### src/rtl/io_responder.sv
// io_responder: answers CPU IO requests. IN stalls the CPU until the operator
// presses the insert key and then returns the switch value. OUT shows the CPU
// data word as four decimal digits on HEX3..HEX0.
module io_responder #(
  parameter int DATA_WIDTH = 32,
  parameter int SW_WIDTH   = 18,
  parameter int DEB_CYCLES = 4
) (
  input  logic                  clock,
  input  logic                  reset_n,
  input  logic [1:0]            opIo,
  input  logic [SW_WIDTH-1:0]   switches,
  input  logic                  button,
  input  logic [DATA_WIDTH-1:0] dataOut,
  output logic [DATA_WIDTH-1:0] sIo,
  output logic                  waitFlag,
  output logic [27:0]           displays,
  output logic                  busy
);

  // Input FSM
  //   state     | meaning
  //   S_IDLE    | no IN pending
  //   S_ARMED   | IN pending, waiting for a fresh key press
  //   S_ACK     | one cycle: sIo valid, CPU released
  //   S_RELEASE | waiting for the key to be let go before re-arming
  typedef enum logic [1:0] {S_IDLE, S_ARMED, S_ACK, S_RELEASE} in_state_t;

  // Display converter phases
  typedef enum logic [1:0] {C_IDLE, C_SHIFT, C_WRITE, C_DASH} conv_t;

  localparam logic [1:0] OP_IN  = 2'b01;
  localparam logic [1:0] OP_OUT = 2'b10;

  localparam int             DCW      = (DEB_CYCLES > 1) ? $clog2(DEB_CYCLES) : 1;
  localparam logic [DCW-1:0] DEB_LOAD = DCW'(DEB_CYCLES - 1);

  localparam logic [6:0] SEG_ZERO = 7'b0000001;
  localparam logic [6:0] SEG_DASH = 7'b1111110;

  function automatic logic [6:0] seg7(input logic [3:0] d);
    case (d)
      4'd0:    return 7'b0000001;
      4'd1:    return 7'b1001111;
      4'd2:    return 7'b0010010;
      4'd3:    return 7'b0000110;
      4'd4:    return 7'b1001100;
      4'd5:    return 7'b0100100;
      4'd6:    return 7'b0100000;
      4'd7:    return 7'b0001111;
      4'd8:    return 7'b0000000;
      4'd9:    return 7'b0000100;
      default: return SEG_DASH;
    endcase
  endfunction

  // ---------------------------------------------------------------- reset
  logic rst_meta_q, rst_meta_d, rst_sync_q, rst_sync_d;
  logic rst_int_n;

  // Release of the internal reset is re-timed to the clock; assertion stays asynchronous.
  always_comb begin
    rst_meta_d = 1'b1;
    rst_sync_d = rst_meta_q;
  end

  // Reset synchronizer flops.
  always_ff @(posedge clock or negedge reset_n) begin
    if (!reset_n) begin
      rst_meta_q <= 1'b0;
      rst_sync_q <= 1'b0;
    end else begin
      rst_meta_q <= rst_meta_d;
      rst_sync_q <= rst_sync_d;
    end
  end

  assign rst_int_n = rst_sync_q;

  // ---------------------------------------------------------------- button
  logic           sync1_q, sync1_d, sync2_q, sync2_d;
  logic           btn_q, btn_d, press_q, press_d;
  logic [DCW-1:0] deb_cnt_q, deb_cnt_d;

  // Debounce: btn follows the synchronized key only after it has differed for DEB_CYCLES cycles.
  always_comb begin
    sync1_d   = button;
    sync2_d   = sync1_q;
    btn_d     = btn_q;
    press_d   = 1'b0;
    deb_cnt_d = DEB_LOAD;
    if (sync2_q != btn_q) begin
      if (deb_cnt_q == '0) begin
        btn_d   = sync2_q;
        press_d = sync2_q;
      end else begin
        deb_cnt_d = deb_cnt_q - 1'b1;
      end
    end
  end

  // Button path registers.
  always_ff @(posedge clock or negedge rst_int_n) begin
    if (!rst_int_n) begin
      sync1_q   <= 1'b0;
      sync2_q   <= 1'b0;
      btn_q     <= 1'b0;
      press_q   <= 1'b0;
      deb_cnt_q <= DEB_LOAD;
    end else begin
      sync1_q   <= sync1_d;
      sync2_q   <= sync2_d;
      btn_q     <= btn_d;
      press_q   <= press_d;
      deb_cnt_q <= deb_cnt_d;
    end
  end

  // ---------------------------------------------------------------- input FSM
  in_state_t             state_q, state_d;
  logic [DATA_WIDTH-1:0] sio_q, sio_d;
  logic                  is_in;

  assign is_in = (opIo == OP_IN);

  // Input FSM state register and captured switch value.
  always_ff @(posedge clock or negedge rst_int_n) begin
    if (!rst_int_n) begin
      state_q <= S_IDLE;
      sio_q   <= '0;
    end else begin
      state_q <= state_d;
      sio_q   <= sio_d;
    end
  end

  // Input FSM next state; only a press seen while armed satisfies the request.
  always_comb begin
    state_d = state_q;
    case (state_q)
      S_IDLE:    if (is_in) state_d = S_ARMED;
      S_ARMED: begin
        if (!is_in)       state_d = S_IDLE;
        else if (press_q) state_d = S_ACK;
      end
      S_ACK:     state_d = btn_q ? S_RELEASE : S_IDLE;
      S_RELEASE: if (!btn_q) state_d = S_IDLE;
      default:   state_d = S_IDLE;
    endcase
  end

  // Input FSM outputs: stall everywhere except the ACK cycle, capture on the accepting press.
  always_comb begin
    waitFlag = is_in && (state_q != S_ACK);
    sio_d    = sio_q;
    if ((state_q == S_ARMED) && is_in && press_q) sio_d = DATA_WIDTH'(switches);
  end

  assign sIo = sio_q;

  // ---------------------------------------------------------------- display converter
  conv_t       phase_q, phase_d;
  logic [3:0]  shift_cnt_q, shift_cnt_d;
  logic [13:0] bin_q, bin_d;
  logic [15:0] bcd_q, bcd_d, bcd_adj;
  logic [27:0] disp_q, disp_d;
  logic        out_load, out_range;

  assign out_load  = (opIo == OP_OUT);
  assign out_range = (dataOut > DATA_WIDTH'(9999));

  // Converter registers.
  always_ff @(posedge clock or negedge rst_int_n) begin
    if (!rst_int_n) begin
      phase_q     <= C_IDLE;
      shift_cnt_q <= '0;
      bin_q       <= '0;
      bcd_q       <= '0;
      disp_q      <= {4{SEG_ZERO}};
    end else begin
      phase_q     <= phase_d;
      shift_cnt_q <= shift_cnt_d;
      bin_q       <= bin_d;
      bcd_q       <= bcd_d;
      disp_q      <= disp_d;
    end
  end

  // Converter sequencing: a new OUT always restarts, 14 shifts then one write.
  always_comb begin
    phase_d     = phase_q;
    shift_cnt_d = shift_cnt_q;
    if (out_load) begin
      phase_d     = out_range ? C_DASH : C_SHIFT;
      shift_cnt_d = 4'd13;
    end else begin
      case (phase_q)
        C_SHIFT: begin
          if (shift_cnt_q == 4'd0) phase_d = C_WRITE;
          else                     shift_cnt_d = shift_cnt_q - 4'd1;
        end
        C_WRITE, C_DASH: phase_d = C_IDLE;
        default:         phase_d = C_IDLE;
      endcase
    end
  end

  // Double-dabble datapath and display update.
  always_comb begin
    bcd_adj = bcd_q;
    for (int i = 0; i < 4; i++) begin
      if (bcd_q[4*i +: 4] >= 4'd5) bcd_adj[4*i +: 4] = bcd_q[4*i +: 4] + 4'd3;
    end
    bin_d  = bin_q;
    bcd_d  = bcd_q;
    disp_d = disp_q;
    if (out_load) begin
      bin_d = dataOut[13:0];
      bcd_d = '0;
    end else begin
      case (phase_q)
        C_SHIFT: begin
          bcd_d = (bcd_adj << 1) | {15'd0, bin_q[13]};
          bin_d = bin_q << 1;
        end
        C_WRITE: disp_d = {seg7(bcd_q[15:12]), seg7(bcd_q[11:8]), seg7(bcd_q[7:4]), seg7(bcd_q[3:0])};
        C_DASH:  disp_d = {4{SEG_DASH}};
        default: ;
      endcase
    end
  end

  assign displays = disp_q;
  assign busy     = (phase_q != C_IDLE);

endmodule
### config.mk
export PLATFORM = sky130hd
export DESIGN_NAME = io_responder
export DESIGN_NICKNAME = d
export VERILOG_FILES = /design/src/rtl/io_responder.sv
export SDC_FILE = /design/constraint.sdc
export NUM_CORES = 1
export LEC_CHECK = 0
export BUFFER_PORTS_ARGS = -buffer_cell sky130_fd_sc_hd__buf_2
export CAP_MARGIN = 20
export CELL_PAD_IN_SITES_DETAIL_PLACEMENT = 1
export CELL_PAD_IN_SITES_GLOBAL_PLACEMENT = 1
export CORE_UTILIZATION = 40
export DETAILED_ROUTE_END_ITERATION = 12
export PLACE_DENSITY_LB_ADDON = 0.08
export SETUP_SLACK_MARGIN = 0.3
export SLEW_MARGIN = 10
export SYNTH_ARGS = -nofsm -noshare
export SYNTH_HDL_FRONTEND = slang
export SYNTH_SLANG_ARGS = --single-unit
### constraint.sdc
create_clock -name clock -period 8.4 [get_ports clock]
set_input_delay 1.26 -clock clock [delete_from_list [all_inputs] [get_ports clock]]
set_output_delay 1.26 -clock clock [all_outputs]
set_load 0.01 [all_outputs]
==> results.md <==
Floorplan:
- The initialized floorplan defines 38 standard-cell rows.
- The starting utilization of the core area is 0.418.
- The floorplan step set the die height to 110 um.
- The die is 110 um wide.
- The placeable core area is 11,100 um2.
- The I/O pin count is 117.
- The floorplan die area is 12,000 um2.

Layout:
- Counting the fill cells in the layout gives 1,286.
- For this run, the post-layout net count is 636.
- Relative to the synthesized area, the layout overhead comes to 18.8%.
- The ratio of cells with drive above 1 in the final layout is 0.239.
- The number of antenna diodes in the final layout is 0.
- The utilization after layout is 0.496.

Run:
- The number of max-capacitance violations reported is 0.

Critical path:
- By instance count, the cell type seen most on the critical path is sky130_fd_sc_hd__buf_2.
- The largest incremental delay on the critical path is 0.18 ns.
- The type of the setup path with the least slack is input pin to output pin.
- Data on the critical path is required at its endpoint by 7.14 ns.
- The launching element type of the critical path is an input pin.
- The element type at the critical path end is an output pin.
- Traced cell by cell, the critical path runs through buf_2, nor3b_1, buf_2.
- Among all stages on the critical path, the largest delay is contributed by sky130_fd_sc_hd__nor3b_1.
- Of all nets on the critical path, the largest fanout is 4.
- The signal arrival time at the worst endpoint is 1.72 ns.

Global routing:
- The first global-routing pass estimated 18,900 um of wire.
- Across every metal layer, demand over resource in global routing totals 0.206.
- The number of antenna violations at the first check in global routing is 0.
- The number of global-route vias before repair is 3,865.
- The maximum number of pins on one net before global-route repair is 54.
- The total overflow left after global routing is 0.

STA:
- The count of endpoints failing hold in the final timing report is 0.
- On the final layout, the worst hold slack is 0.302 ns.
- The clock arrives with 0.00543 ns of skew.
- In this run the tightest slew margin relative to its limit is 0.385.
- The minimum clock period is 2.98 ns.
- The aggregate negative setup slack is 0 ns.
- Setup repair after global routing left no endpoint under its margin.
- The count of final setup violators is 0.
- The max-slew violation total from the final report was 0.
- The transition time at the pin with the least slew margin is 0.923 ns.
- Static timing analysis puts the maximum clock frequency at 335 MHz.
- The share of the clock period used by the worst path after layout is 0.355.

Detailed routing:
- The routed design uses 413 um of met3 wire.
- In the final routed layout, each cell accounts on average for 15.6 um.
- The final layout contains routed wiring with a total length of 11,000 um.
- The routed design uses 5470 um of met2 wire.
- The total via count after detailed routing is 3,714.
- The detailed-route vias per instance is 5.28.
- The initial DRC count is 160.
- The number of routed nets with antenna violations is 0.
- The detailed-routing wirelength on met1 is 4930 um.
- Signal routing reaches up to met4.
- The first-pass iteration count of the detailed router is 4.
- The count of unresolved DRC violations after routing is 0.

Logic synthesis:
- Counting flops with an async set or reset pin after synthesis yields a share of 1.00.
- The share of synthesized area in the top cell type comes to 0.465.
- Synthesis produced 468 cells.
- The commonest cells after synthesis are sky130_fd_sc_hd__dfrtp_1 (86), sky130_fd_sc_hd__nor2_1 (53), sky130_fd_sc_hd__nand2_1 (52).
- Yosys printed 0 warnings.
- The sequential cell area fraction in the yosys report is 0.499.
- Each instance of the synthesized netlist takes up on average 9.89 um2.
- The number of enable flip-flop cells after synthesis is 0.
- The leading area contributor after synthesis is sky130_fd_sc_hd__dfrtp_1.
- Ranked by total cell area, the synthesized netlist is headed by sky130_fd_sc_hd__dfrtp_1 (46%), sky130_fd_sc_hd__ha_1 (5.9%), sky130_fd_sc_hd__mux2_1 (4.6%).
- The dominant synthesized flop cell is sky130_fd_sc_hd__dfrtp_1.
- The synthesized netlist occupies a cell area of 4630 um2.
- The count of cell types in the netlist is 48.
- sky130_fd_sc_hd__dfrtp_1 is the most common cell in the netlist.
- The total of flip-flops plus latches after synthesis is 92.

Power and ir drop:
- For this design the ratio of total power to cell area is 314 nW/um2.
- VDD sags by at most 156 uV.
- For this design the static power due to leakage is 2.62 nW.

Clock tree:
- The hold buffer count at cts is 0.
- Buffers added to address setup during post-CTS repair amount to 0.
- The clock-pin transition on the worst setup and hold timing paths is 0.06 ns.
- The depth of the CTS H-tree is 3.
- Counting the buffers created by CTS gives 9.
- The maximum clock path buffer count is 2.
- The TritonCTS sink count is 92.
- After clock tree synthesis, the repair step resized 0 gates.
- The TritonCTS clock tree is built.
- Clock tree synthesis selected as its root buffer the cell sky130_fd_sc_hd__clkbuf_16.
- Clock latency on the worst-skew pair, taken at its later pin, is 0.35 ns.

Status:
- The flow ran to the end, and the final reports show no timing, DRC or antenna violations.

Placed design:
- The wire-length estimate of the detail-placed layout is 7860 um.
- The port buffer count is 102.
- The final RePlAce weighted congestion is 0.772.

Worst hold path:
- The tightest min-delay check is of the register to async pin type.
metal layers:
layer / vias up / GRT usage
met5: - / 0
met4: 0 / 0.0800
met3: 12 / 0.0350
met2: 80 / 0.356
met1: 1830 / 0.255
li1: 1792 / -
layout by cell type (no fill, tap or decap), drive strengths merged, types with 3 or more instances in the layout:
cell     netlist  layout
nand2b         6       6
o21ai         16      16
dfstp          6       6
clkbuf        12      11
a21oi         34      34
nor3b          9       9
conb           2      15
nor3          13      13
o22a          18      18
a211oi         6       6
buf           28     107
o311ai         3       3
mux2i          4       4
ha            22      22
inv           19      19
mux2          20      20
a31oi         13      13
nand3          5       5
nor2b          3       3
and3           4       4
o41ai          4       4
and2           4       4
nor2          54      54
clkinv         0       3
dfrtp         86      86
nor4           5       5
a2111oi        4       4
nand2         52      52
worst paths after layout:
| path | from | end | slack (ns) | cells past startpoint |
|---|---|---|---|---|
| setup / recovery | opIo[1] | waitFlag | 5.42 | 3 |
| hold reg to reg | rst_int_n | btn_q | 0.30 | 0 |
| max in group asynchronous | rst_int_n | displays[9] | 7.03 | 1 |
| min in group clock | sync1_q | sync2_q | 0.35 | 0 |
| hold / removal | rst_int_n | btn_q | 0.30 | 0 |
| setup reg to reg | phase_q[0] | bcd_q[10] | 6.25 | 4 |
logic make-up (layout without fill, tap and decap cells):
group | after synthesis | count (layout) | share of synthesized area
simple gates | 165 | 165 | 0.171
other cells | 2 | 15 | 0.00162
fa+ha+maj | 22 | 22 | 0.0595
xor+xnor | 2 | 2 | 0.00379
compound gates | 102 | 102 | 0.144
buf+inv | 59 | 142 | 0.0641
flops | 92 | 92 | 0.499
mux | 24 | 24 | 0.0573
sequential cells by signal (all words and copies together), names as in the netlist, 2 cells and up:
| name | count |
|---|---|
| displays | 28 |
| phase_q | 2 |
| shift_cnt_q | 4 |
| bcd_q | 16 |
| deb_cnt_q | 2 |
| bin_q | 14 |
| sIo | 18 |
| state_q | 2 |
per-stage QoR:
step | setup WS [ns] | area (um2) | total power (W) | std cells
6_report | 5.42 | 5500 | 0.00173 | 704
2_1_floorplan | 5.56 | 4680 | 0.00111 | 481
3_5_place_dp | 5.36 | 5180 | 0.00131 | 688
3_3_place_gp | 5.42 | 5180 | 0.00129 | 688
5_1_grt | 5.38 | 5500 | 0.00187 | 704
4_1_cts | 5.41 | 5500 | 0.00175 | 704
report_power, final:
group | internal, W | switching [W] | total [W]
Sequential | 0.000578 | 0.000144 | 0.000722
Clock | 0.000267 | 0.000170 | 0.000438
Combinational | 0.000260 | 0.000307 | 0.000567
worst max-delay path, delay by kind of cell:
| kind | cells | cell delay (ns) |
|---|---|---|
| buf+inv | 2 | 0.28 |
| simple gates | 1 | 0.18 |
final cells by class:
class | count | area [um2] | share of cell area
Sequential cell | 92 | 2310 | 0.421
Timing Repair Buffer | 107 | 548 | 0.0997
Tap cell | 140 | 175 | 0.0319
Clock inverter | 5 | 75.1 | 0.0137
Clock buffer | 11 | 243 | 0.0441
Inverter | 19 | 71.3 | 0.0130
Multi-Input combinational cell | 330 | 2070 | 0.377
Power figures use the tool's default switching activity.
